<file path="src/rtl/prime_index_search.sv">
// -----------------------------------------------------------------------------
// prime_index_search
//
// Purpose:
//    Reverse lookup into the table of all 54 primes below 256. Given an 8-bit
//    candidate, a linear scan (one table entry per clock) reports whether the
//    value is prime and where it sits in the table. The key-exchange path uses
//    this to validate a received prime and recover the index the peer drew.
//
// Ports:
//    clk        in   1      system clock, rising edge
//    rst        in   1      synchronous reset, active-high
//    start      in   1      search request, honoured only while idle
//    value      in   8      candidate, captured on the accepted start edge
//    busy       out  1      high while a search is running
//    rdy        out  1      one-cycle pulse marking a valid result
//    found      out  1      candidate is in the table (prime)
//    index_out  out  IDX_W  match index, or insertion point when not found
//                           (N_PRIMES when the value is beyond the last entry)
// -----------------------------------------------------------------------------
module prime_index_search #(
   parameter int N_PRIMES = 54,
   parameter int IDX_W    = 6
) (
   input  logic             clk,
   input  logic             rst,
   input  logic             start,
   input  logic [7:0]       value,
   output logic             busy,
   output logic             rdy,
   output logic             found,
   output logic [IDX_W-1:0] index_out
);

   typedef enum logic {
      IDLE,
      SEARCH
   } state_t;

   localparam logic [IDX_W-1:0] LAST_PTR   = IDX_W'(N_PRIMES - 1);
   localparam logic [IDX_W-1:0] BEYOND_IDX = IDX_W'(N_PRIMES);

   state_t           state;
   logic [IDX_W-1:0] ptr;
   logic [7:0]       value_q;
   logic [7:0]       entry;

   // Constant ROM of the primes below 256 in ascending order. The scan relies
   // on the ordering to stop as soon as an entry exceeds the candidate.
   function automatic logic [7:0] prime_at(input logic [IDX_W-1:0] i);
      case (i)
         6'd0:  prime_at = 8'd2;
         6'd1:  prime_at = 8'd3;
         6'd2:  prime_at = 8'd5;
         6'd3:  prime_at = 8'd7;
         6'd4:  prime_at = 8'd11;
         6'd5:  prime_at = 8'd13;
         6'd6:  prime_at = 8'd17;
         6'd7:  prime_at = 8'd19;
         6'd8:  prime_at = 8'd23;
         6'd9:  prime_at = 8'd29;
         6'd10: prime_at = 8'd31;
         6'd11: prime_at = 8'd37;
         6'd12: prime_at = 8'd41;
         6'd13: prime_at = 8'd43;
         6'd14: prime_at = 8'd47;
         6'd15: prime_at = 8'd53;
         6'd16: prime_at = 8'd59;
         6'd17: prime_at = 8'd61;
         6'd18: prime_at = 8'd67;
         6'd19: prime_at = 8'd71;
         6'd20: prime_at = 8'd73;
         6'd21: prime_at = 8'd79;
         6'd22: prime_at = 8'd83;
         6'd23: prime_at = 8'd89;
         6'd24: prime_at = 8'd97;
         6'd25: prime_at = 8'd101;
         6'd26: prime_at = 8'd103;
         6'd27: prime_at = 8'd107;
         6'd28: prime_at = 8'd109;
         6'd29: prime_at = 8'd113;
         6'd30: prime_at = 8'd127;
         6'd31: prime_at = 8'd131;
         6'd32: prime_at = 8'd137;
         6'd33: prime_at = 8'd139;
         6'd34: prime_at = 8'd149;
         6'd35: prime_at = 8'd151;
         6'd36: prime_at = 8'd157;
         6'd37: prime_at = 8'd163;
         6'd38: prime_at = 8'd167;
         6'd39: prime_at = 8'd173;
         6'd40: prime_at = 8'd179;
         6'd41: prime_at = 8'd181;
         6'd42: prime_at = 8'd191;
         6'd43: prime_at = 8'd193;
         6'd44: prime_at = 8'd197;
         6'd45: prime_at = 8'd199;
         6'd46: prime_at = 8'd211;
         6'd47: prime_at = 8'd223;
         6'd48: prime_at = 8'd227;
         6'd49: prime_at = 8'd229;
         6'd50: prime_at = 8'd233;
         6'd51: prime_at = 8'd239;
         6'd52: prime_at = 8'd241;
         6'd53: prime_at = 8'd251;
         default: prime_at = 8'd0;
      endcase
   endfunction

   // The pointer never moves past the last entry, so the ROM is only ever
   // read at valid positions.
   assign entry = prime_at(ptr);

   // Search controller. Results are registered and held until the next
   // accepted start clears them; rdy defaults low so it can only pulse for
   // the single cycle following the deciding comparison.
   always_ff @(posedge clk) begin
      if (rst) begin
         state     <= IDLE;
         busy      <= 1'b0;
         rdy       <= 1'b0;
         found     <= 1'b0;
         index_out <= '0;
         ptr       <= '0;
         value_q   <= '0;
      end else begin
         rdy <= 1'b0;
         case (state)
            IDLE: begin
               if (start) begin
                  value_q   <= value;
                  ptr       <= '0;
                  busy      <= 1'b1;
                  found     <= 1'b0;
                  index_out <= '0;
                  state     <= SEARCH;
               end
            end
            SEARCH: begin
               if (entry == value_q) begin
                  found     <= 1'b1;
                  index_out <= ptr;
                  rdy       <= 1'b1;
                  busy      <= 1'b0;
                  state     <= IDLE;
               end else if (entry > value_q) begin
                  // Passed the candidate: ptr is its insertion point.
                  found     <= 1'b0;
                  index_out <= ptr;
                  rdy       <= 1'b1;
                  busy      <= 1'b0;
                  state     <= IDLE;
               end else if (ptr == LAST_PTR) begin
                  // Larger than every entry in the table.
                  found     <= 1'b0;
                  index_out <= BEYOND_IDX;
                  rdy       <= 1'b1;
                  busy      <= 1'b0;
                  state     <= IDLE;
               end else begin
                  ptr <= ptr + 1'b1;
               end
            end
            default: state <= IDLE;
         endcase
      end
   end

endmodule
</file>
<file path="config.mk">
export PLATFORM = sky130hd
export DESIGN_NAME = prime_index_search
export DESIGN_NICKNAME = d
export VERILOG_FILES = /design/src/rtl/prime_index_search.sv
export SDC_FILE = /design/constraint.sdc
export NUM_CORES = 1
export LEC_CHECK = 0
export ABC_CLOCK_PERIOD_IN_PS = 5100
export BUFFER_PORTS_ARGS = -buffer_cell sky130_fd_sc_hd__buf_4
export CORE_MARGIN = 2
export CORE_UTILIZATION = 55
export CTS_BUF_LIST = sky130_fd_sc_hd__clkbuf_4
export CTS_CLUSTER_SIZE = 8
export DETAILED_ROUTE_END_ITERATION = 10
export GPL_ROUTABILITY_DRIVEN = 0
export HOLD_SLACK_MARGIN = 0.06
export PLACE_DENSITY = 0.84
export SETUP_SLACK_MARGIN = 0.5
export SLEW_MARGIN = 20
export SYNTH_ARGS = -nofsm -noshare
export SYNTH_HDL_FRONTEND = slang
export SYNTH_SLANG_ARGS = --single-unit
</file>
<file path="constraint.sdc">
create_clock -name clk -period 5.1 [get_ports clk]
set_input_delay 1.02 -clock clk [delete_from_list [all_inputs] [get_ports clk]]
set_output_delay 1.02 -clock clk [all_outputs]
set_load 0.01 [all_outputs]
</file>
### Word-level counts from Yosys, hierarchy flattened

Memories as Yosys holds them, arrays and structs flattened. A register that Yosys moved wholly into a read port is not among the register bits.
Index checks and enable logic that the tools add are counted.

| operators by class | value |
|---|---|
| add/sub/neg operators | 1 |
| multipliers | 0 |
| divide/modulo/power cells | 0 |
| $lt $le $gt $ge | 1 |
| equality and inequality tests | 7 |
| shift-type cells | 0 |
| mux-type cells | 27 |
| bitwise logic cells | 1 |
| reductions and logical operators | 4 |

Operators by type and width:

| cell | number |
|---|---|
| $mux 6 | 9 |
| $pmux 6 s2 | 2 |
| $mux 1 | 13 |
| $eq 8x8->1 | 1 |
| $gt 8x8->1 | 1 |
| $ne 2x2->1 const B | 4 |
| $add 6x1->6 const B | 1 |
| $eq 6x6->1 const B | 1 |
| $pmux 1 s2 | 3 |
| $ne 4x1->1 const B | 1 |
| $reduce_and 2->1 | 2 |
| $reduce_and 4->1 | 1 |
| $reduce_or 2->1 | 1 |
| $not 1->1 | 1 |

| word-level totals | value |
|---|---|
| register bits | 24 |
| bits in latches | 0 |
| bits in writable memories | 0 |
| memory bits (read-only) | 512 |
| bits of input ports | 11 |
| word-level logic and storage cells | 49 |
| memories kept | 1 |

Memories:

| name | words | bits a word | read ports | clocked after memory_dff | wr ports | RTL line | source |
|---|---|---|---|---|---|---|---|
| (name not given) | 64 | 8 | 1 | 1 | 0 | 51 | `case (i)` |

### Longest topological paths before layout

Gate-level depths: netlist of run 1.

| logic depth | value |
|---|---|
| depth in word-level cells | 7 |
| mapped depth | 15 |
| gate-level depth less buffers | 13 |

### Worst setup path before layout of run 1

OpenSTA, ideal clock, no wires.

| path | value |
|---|---|
| kind | register to register |
| start point | register, netlist name entry[0] |
| end point | register, netlist name entry[3] |
| data arrival time | 3624 ps |
| data required time | 4964 ps |
| setup slack | 1340 ps |
| stages on the path, launching flop included | 16 |
| clock period less this slack | 3760 ps |
| path through | dfxtp_1 inv_1 ha_1 nand2b_1 a2111o_1 a311o_1 buf_4 or3_4 a21oi_4 inv_1 ha_1 clkbuf_1 or3_1 o211ai_1 and3_1 o311ai_1 |

| on the way | value |
|---|---|
| word-level cells in the longest chain between the ends | 5 |
| elaborated cells between the ends (all ways) | 7 |
| classes of those cells | 1 x order compare; 3 x eq/ne; 2 x mux; 1 x reduce/logical |

Ends and longest elaborated chain:

| item | RTL line |
|---|---|
| $gt 8x8->1 / $eq 8x8->1 (equally long branches) | 146, 140 |
| $ne 2x2->1 (no source line) | n/a |
| $reduce_and 4->1 (no source line) * | n/a |
| $mux 6 (no source line) * (2 in series) | n/a |

Mark *: on every way between the ends. The rest lies on a longest branch, timed or not.
A chain may end at the register's enable or synchronous reset.

### Worst setup path in the final report of run 1

| path | value |
|---|---|
| start point | register, netlist name entry[0] |
| end point | register, netlist name entry[3] |

| on the way | value |
|---|---|
| word-level cells in the longest chain between the ends | 5 |
| elaborated cells between the ends (all ways) | 7 |
| classes of those cells | 1 x order compare; 3 x eq/ne; 2 x mux; 1 x reduce/logical |

Ends and longest elaborated chain:

| item | RTL line |
|---|---|
| $gt 8x8->1 / $eq 8x8->1 (equally long branches) | 146, 140 |
| $ne 2x2->1 (no source line) | n/a |
| $reduce_and 4->1 (no source line) * | n/a |
| $mux 6 (no source line) * (2 in series) | n/a |

Marked as above.

==> results of run 1 <==
per-stage QoR:
stage	setup slack, ns	cell area [sq um]	cells	hold slack [ns]	total power (W)
3_5_place_dp	1.165	2369	333	0.4485	0.0003796
4_1_cts	1.144	2425	341	0.4620	0.0005273
5_1_grt	0.9146	2425	341	0.4866	0.0005540
6_report	1.129	2425	341	0.4603	0.0005247
3_3_place_gp	1.250	2369	333	0.4433	0.0003773
2_1_floorplan	1.340	2221	278	0.4363	0.0003515
sequential cells by signal, indices dropped and copies added (netlist names):
register,count
busy,1
entry,8
found,1
index_out,6
ptr,6
rdy,1
state,1
value_q,8
power by group through the flow:
stage / combinational (W) / sequential, W / clock (W)
finish: 0.000106 / 0.000270 / 0.000149
global route: 0.000119 / 0.000271 / 0.000163
CTS: 0.000105 / 0.000270 / 0.000152
detailed placement: 0.000104 / 0.000275 / 0
global placement: 0.000102 / 0.000275 / 0
floorplan: 0.0000776 / 0.000274 / 0
per-layer routing:
| metal | vias up | routed length, um |
|---|---|---|
| met4 | 0 | 162 |
| met2 | 120 | 2461 |
| met1 | 956 | 2320 |
| met3 | 21 | 432 |
| li1 | 1037 | - |
| met5 | - | 0 |
logic make-up (layout without fill, tap and decap cells):
| family | count (synthesis) | after routing | share of synthesized area [%] |
|---|---|---|---|
| simple gates | 100 | 100 | 23.44 |
| flops | 32 | 32 | 28.84 |
| mux | 2 | 2 | 0.9577 |
| compound gates | 85 | 85 | 26.65 |
| buf+inv | 33 | 46 | 5.972 |
| fa+ha+maj | 23 | 23 | 12.96 |
| xor+xnor | 3 | 3 | 1.183 |
final timing paths:
check,slack [ns],to,cells past startpoint,from
max,1.13,entry[3],13,entry[0]
min,0.46,value_q[5],2,value_q[5]
max reg2reg,1.13,entry[3],13,entry[0]
min reg2reg,0.46,value_q[5],2,value_q[5]
worst max-delay path, stage by stage (launching register included):
cell and delay [ns]:
sky130_fd_sc_hd__dfxtp_1 0.32, sky130_fd_sc_hd__inv_1 0.03, sky130_fd_sc_hd__ha_1 0.27, sky130_fd_sc_hd__nand2b_1 0.14
sky130_fd_sc_hd__a2111o_1 0.47, sky130_fd_sc_hd__a311o_1 0.55, sky130_fd_sc_hd__or3_4 0.43, sky130_fd_sc_hd__a21oi_4 0.25
sky130_fd_sc_hd__inv_1 0.20, sky130_fd_sc_hd__ha_1 0.46, sky130_fd_sc_hd__or3_1 0.38, sky130_fd_sc_hd__o211ai_1 0.09
sky130_fd_sc_hd__and3_1 0.17, sky130_fd_sc_hd__o311ai_1 0.08
placed cells by master, fill, tap and decap left out, types with 7 or more instances in the layout:
master and instances:
sky130_fd_sc_hd__nor2_1 16, sky130_fd_sc_hd__nand3_1 8, sky130_fd_sc_hd__buf_4 20, sky130_fd_sc_hd__inv_1 15, sky130_fd_sc_hd__o21ai_0 11, sky130_fd_sc_hd__a21oi_1 24, sky130_fd_sc_hd__nand2_1 39, sky130_fd_sc_hd__clkbuf_4 7
sky130_fd_sc_hd__ha_1 23, sky130_fd_sc_hd__dfxtp_1 32, sky130_fd_sc_hd__nor3_1 9
cell type report:
type | count | area share (%)
clock inverters | 1 | 0.1548
clock buffers | 7 | 2.167
flip-flops and latches | 32 | 26.42
multi-input cells | 213 | 59.70
inverters | 18 | 2.786
well taps | 50 | 2.580
repair buffers | 20 | 6.192
==> summary.md, run 1 <==
| Metric | Value |
|---|---|
| Via count of the first global-routing pass | ~2.0k |
| Max H-tree Level | 2 |
| Synth Instances | 278 |
| Number of ports placed on the die boundary | 20 |
| Clock sink total | 32 |
| Cell chosen for the clock root | sky130_fd_sc_hd__clkbuf_4 |
| Post-synthesis cell type with the largest combined area | sky130_fd_sc_hd__dfxtp_1 |
| Fraction of final layout cells with drive strength greater than 1 | between 10% and 20% |
| Clock share of power | 28.4% |
| Pin slew with the least headroom to its limit | 0.8588 ns |
| Cell with the most instances after synthesis | sky130_fd_sc_hd__nand2_1 |
| Number of rows in the core area | 23 |
| Worst slew margin relative to its limit | 42.63% |
| Number of register bits inferred by synthesis | 32 |
| Final Critical Period | just under 4 ns |
| Mean routed wirelength per cell | ~16 um |
| Critical Path Start Type | flip-flop |
| Fraction of met3 tracks used by global routing | under 10% |
| Post-synth EDFFs | 0 |
| # Max-Cap Violations | 0 |
| GRT Max-Usage Layer | met2 |
| Post-DR vias/cell | 6.258 |
| Diode count | 0 |
| Combinational share of power | between 20% and 30% |
| Classification of the worst setup path | flip-flop to flip-flop |
| Top cells by area in the synthesized netlist | sky130_fd_sc_hd__dfxtp_1 (29%), sky130_fd_sc_hd__ha_1 (13%), sky130_fd_sc_hd__nand2_1 (6.6%) |
| Setup repair after global routing missed its margin | false |
| Portion of the post-synthesis area used by sequential elements | between 20 and 30% |
| Maximum clock rate | around 250 MHz |
| Met1 layer usage reported by global route | roughly 33% |
| Overall die height | between 60 and 70 um |
| Finish-stage setup viols | 0 |
| Post-synth top cells | sky130_fd_sc_hd__nand2_1 (39), sky130_fd_sc_hd__dfxtp_1 (32), sky130_fd_sc_hd__a21oi_1 (24) |
| Max-slew violations | 0 |
| First-iteration detailed-routing DRC count | 220 |
| Core ar. | about 4000 sq um |
| Detailed-routing iteration count for the pre-antenna-repair pass | 5 |
| Antenna Nets Post-Route | 0 |
| Effective utilization at floorplan | 56.33% |
| Post-route clock period utilization | between 70% and 80% |
| Total nets after synthesis | 312 |
| Number of antenna violations at the first check in global routing | 0 |
| Number of post-CTS setup repair buffers | 0 |
| Share of total power in sequential cells | 51.5% |
| Input/output buffers | 19 |
| Clock latency of the later-clocked register in the worst-skew pair | 0.33 ns |
| Net load switching power | between 0.00015 and 0.0002 W |
| Fraction of synthesized cell area taken by the top area cell type | between 20% and 30% |
| Average size of a mapped cell | 7.989 sq um |
| Sequential cell area | between 600 and 700 sq um |
| Post-route DRC violation count | 0 |
| Arrival @ worst endpoint | between 4 and 5 ns |
| Number of CTS-inserted buffers | 5 |
| Final WL | ~5400 um |
| Global-route wire length before repair | 9101 um |
| Area growth from synthesis to layout | 9.183% |
| Floorplan die area | 4562 sq um |
| NumNets Final | about 320 |
| Yosys warning total | 0 |
| Final number of hold-violating endpoints | 0 |
| Largest fanout of any net on the critical path | 11 |
| Clock tree skew after final layout | about 0.0083 ns |
| Worst VDD drop | around 0.00008 V |
| Largest net degree at the start of global routing | 31 |
| Critical path required time | between 5 and 6 ns |
| Horiz. Die Dim | 67.55 um |
| Remaining global-route overflow | 0 |
| Total vias in the final route | 2,134 |
| Library cells used by synthesis | 61 |
| Count of fill cells added during filler insertion | about 360 |
| Post-synth top flop | sky130_fd_sc_hd__dfxtp_1 |
| Post-synthesis async set-or-reset flop share | 0% |
| Type of the worst min-delay path | flip-flop to flip-flop |
| Switching part of the total power | a little under a third |
| Worst Setup End Kind | flip-flop |
| Clock tree buffer depth | 2 |
| Power density over cell area | about 220 nW/um^2 |
| TritonCTS clock tree | done |
| Pleak | just under 1 nW |
| Detail Placement HPWL | 3772 um |
| Hold-fix buffers at CTS | 0 |
| Outcome | finished clean |
| Multi-input logic area | 1448 sq um |
| Post-Synthesis Cell Area | around 2200 sq um |
| Final TNS setup | 0 ns |
| Met2 capacity usage during global routing | between 40 and 50% |
| Clock slew seen by the registers of the worst setup and hold paths | 0.10 ns |
| Final core utilization | 61.50% |
| Count of instances resized after the clock tree is built | 0 |
| Internal power summed over all cells | about 0.00036 W |
| Global Route Usage Sum | about a quarter |
Power figures use the tool's default switching activity.
==> run 2: changes to the inputs <==
ABC_CLOCK_PERIOD_IN_PS = 3800   (was 5100)
clock period = 3.8 ns   (was 5.1 ns; I/O delays follow)
==> summary.md, run 2 (synthesis results as in run 1) <==
| Metric | Value |
|---|---|
| Critical path required time | ~4 ns |
| Finish-stage setup viols | 0 |
| Global Route Usage Sum | about 29% |
| Post-Place Setup Slack | ~0.23 ns |
| Critical Path Max Stage Delay | roughly 0.47 ns |
| Worst slew margin relative to its limit | a little over 50% |
| Mean routed wirelength per cell | approximately 18 um |
| Setup repair after global routing missed its margin | true |
| Largest fanout of any net on the critical path | 8 |
| Final TNS setup | 0 ns |
| Detailed-routing iteration count for the pre-antenna-repair pass | 6 |
| Worst hold path endpoint | value_q[6] |
| Diode count | 0 |
| Reg2Reg Depth | 12 |
| Number of ports placed on the die boundary | 20 |
| Fraction of final layout cells with drive strength greater than 1 | approximately 29% |
| Detail Placement HPWL | 3980 um |
| Slowest CP cell | sky130_fd_sc_hd__a311oi_4 |
| Most common cell after layout, fill and taps aside | sky130_fd_sc_hd__buf_4 |
| Hold wc startpoint | value_q[6] |
| Remaining global-route overflow | 0 |
| Cell breakdown of the critical path | inv_2, ha_4, nand2b_4, a2111o_1, a311oi_4, a21oi_1, nor3_4, ha_4, or3_1, o211ai_1, and3_1, o311ai_2 |
| Net load switching power | around 0.00025 W |
| TritonCTS clock tree | done |
| Count of fill cells added during filler insertion | 292 |
| Family with the most delay on the worst path | compound AO/OA/AOI/OAI gates |
| Cell chosen for the clock root | sky130_fd_sc_hd__clkbuf_4 |
| NumNets Final | ~350 |
| First-iteration detailed-routing DRC count | 251 |
| Clock tree skew after final layout | between 0.005 and 0.006 ns |
| Post-route DRC violation count | 0 |
| Clock tree buffer depth | 2 |
| Final number of hold-violating endpoints | 0 |
| Worst Path Buf+Inv | 1 |
| Placed cell count | between 300 and 400 |
| Final Worst Setup Slack | ~0.38 ns |
| Post-route clock period utilization | between 80 and 90% |
| Number of CTS-inserted buffers | 5 |
| Setup slack of the most critical reg-to-reg path | around 0.38 ns |
| Max H-tree Level | 2 |
| Critical Path Start Type | flip-flop |
| Combinational share of power | 25.0% |
| Switching part of the total power | roughly 30% |
| Reg2reg end | entry[3] |
| Floorplan die area | ~4600 sq um |
| Outcome | finished clean |
| Hold-fix buffers at CTS | 0 |
| Pleak | around 1.1 nW |
| Global-route wire length before repair | approximately 9900 um |
| Core ar. | 3943 sq um |
| Clock slew seen by the registers of the worst setup and hold paths | 0.10 ns |
| Post-DR vias/cell | 6.566 |
| Worst Setup End Kind | flip-flop |
| Final Critical Period | around 3.4 ns |
| Arrival @ worst endpoint | ~3.6 ns |
| Clock latency of the later-clocked register in the worst-skew pair | roughly 0.34 ns |
| Via count of the first global-routing pass | between 2k and 2.5k |
| Share of total power in sequential cells | 43.6% |
| Type of the worst min-delay path | flip-flop to flip-flop |
| Number of antenna violations at the first check in global routing | 0 |
| Origin of the critical flop-to-flop path | entry[0] |
| Horiz. Die Dim | 67.55 um |
| Pin slew with the least headroom to its limit | 0.7279 ns |
| Commonest non-fill, non-tap cells in the layout | sky130_fd_sc_hd__buf_4 (41), sky130_fd_sc_hd__nand2_1 (39), sky130_fd_sc_hd__dfxtp_1 (29) |
| Area growth from synthesis to layout | 25.52% |
| Classification of the worst setup path | flip-flop to flip-flop |
| Post-route non-filler standard cell count | 364 |
| Maximum clock rate | 292.5 MHz |
| Clock share of power | between 30% and 40% |
| Most numerous cell on the critical path | sky130_fd_sc_hd__ha_4 |
| Total vias in the final route | between 2k and 2.5k |
| Overall die height | 67.55 um |
| Largest net degree at the start of global routing | 31 |
| Effective utilization at floorplan | 56.33% |
| Max-slew violations | 0 |
| # Max-Cap Violations | 0 |
| Hold Path Cell Cnt | 2 |
| Input/output buffers | 19 |
| Number of rows in the core area | 23 |
| Clock sink total | 32 |
| Antenna Nets Post-Route | 0 |
| Internal power summed over all cells | approximately 0.00059 W |
| Worst VDD drop | roughly 0.00016 V |
| Final WL | 6663 um |
| Power density over cell area | 300.1 nW/um^2 |
run 2: cell types whose count changed in the layout (fill, tap and decap cells not counted), moves of 3 or more:
cell | previous run | this run
sky130_fd_sc_hd__ha_4 | 0 | 4
sky130_fd_sc_hd__buf_4 | 20 | 41
sky130_fd_sc_hd__dfxtp_2 | 0 | 3
sky130_fd_sc_hd__ha_1 | 23 | 16
sky130_fd_sc_hd__dfxtp_1 | 32 | 29
sky130_fd_sc_hd__ha_2 | 0 | 3
sky130_fd_sc_hd__inv_1 | 15 | 12
run 2: how the worst max path moves through the flow:
stage               cells past startpoint       start  endpoint  slack [ns]
finish                                 12    entry[0]  entry[3]        0.38
global placement                       12    entry[0]  entry[3]        0.32
CTS                                    12  value_q[0]  entry[3]        0.48
floorplan                              15    entry[0]  entry[3]        0.30
global route                           13    entry[0]  entry[4]        0.29
detailed placement                     13  value_q[7]  entry[4]        0.23
run 2: routing by layer:
metal / GRT usage [%] / wire length (um) / vias to the layer above
met2: 48.41 / 3191 / 169
li1: - / - / 1086
met4: 14.80 / 367 / 0
met5: 0 / 0 / -
met1: 34.79 / 2498 / 1087
met3: 4.833 / 606 / 48
run 2: layout make-up:
class,count,area (sq um),area share (%)
Timing Repair Buffer,43,339.1,12.16
Clock buffer,6,45.04,1.616
Multi-Input combinational cell,213,1588,56.96
Sequential cell,32,644.4,23.11
Inverter,18,73.82,2.648
Clock inverter,2,35.03,1.257
Tap cell,50,62.56,2.244
run 2: per-stage QoR:
step | cell area (sq um) | utilization [%] | hold WS (ns) | total power (W)
floorplan | 2250 | - | 0.4363 | 0.0004785
global placement | 2436 | 61.79 | 0.4450 | 0.0005114
detailed placement | 2436 | 61.79 | 0.4518 | 0.0005155
CTS | 2626 | 66.61 | 0.4695 | 0.0007977
global route | 2788 | 70.71 | 0.4928 | 0.0008689
finish | 2788 | 70.71 | 0.4669 | 0.0008367
run 2: repair_timing:
action | 4_1_cts | 5_1_grt
endpoints found under the setup margin | 8 | 8
pin swaps | 7 | 17
buffers inserted | 8 | 8
gates resized for setup | 11 | 19
endpoints found under the hold margin | 0 | 0
run 2: power by group through the flow:
stage	combinational (W)	clock [W]	sequential, W
global placement	0.000142	0	0.000369
global route	0.000226	0.000276	0.000367
detailed placement	0.000146	0	0.000369
floorplan	0.000111	0	0.000368
finish	0.000209	0.000262	0.000365
CTS	0.000174	0.000261	0.000363
run 2: worst reg2reg max path, cell delays in order (launching register included):
cell and delay [ns]:
sky130_fd_sc_hd__dfxtp_2 0.33, sky130_fd_sc_hd__inv_2 0.04, sky130_fd_sc_hd__ha_4 0.23, sky130_fd_sc_hd__nand2b_4 0.13, sky130_fd_sc_hd__a2111o_1 0.45, sky130_fd_sc_hd__a311oi_4 0.47
sky130_fd_sc_hd__a21oi_1 0.23, sky130_fd_sc_hd__nor3_4 0.38, sky130_fd_sc_hd__ha_4 0.29, sky130_fd_sc_hd__or3_1 0.31, sky130_fd_sc_hd__o211ai_1 0.12, sky130_fd_sc_hd__and3_1 0.21
sky130_fd_sc_hd__o311ai_2 0.10
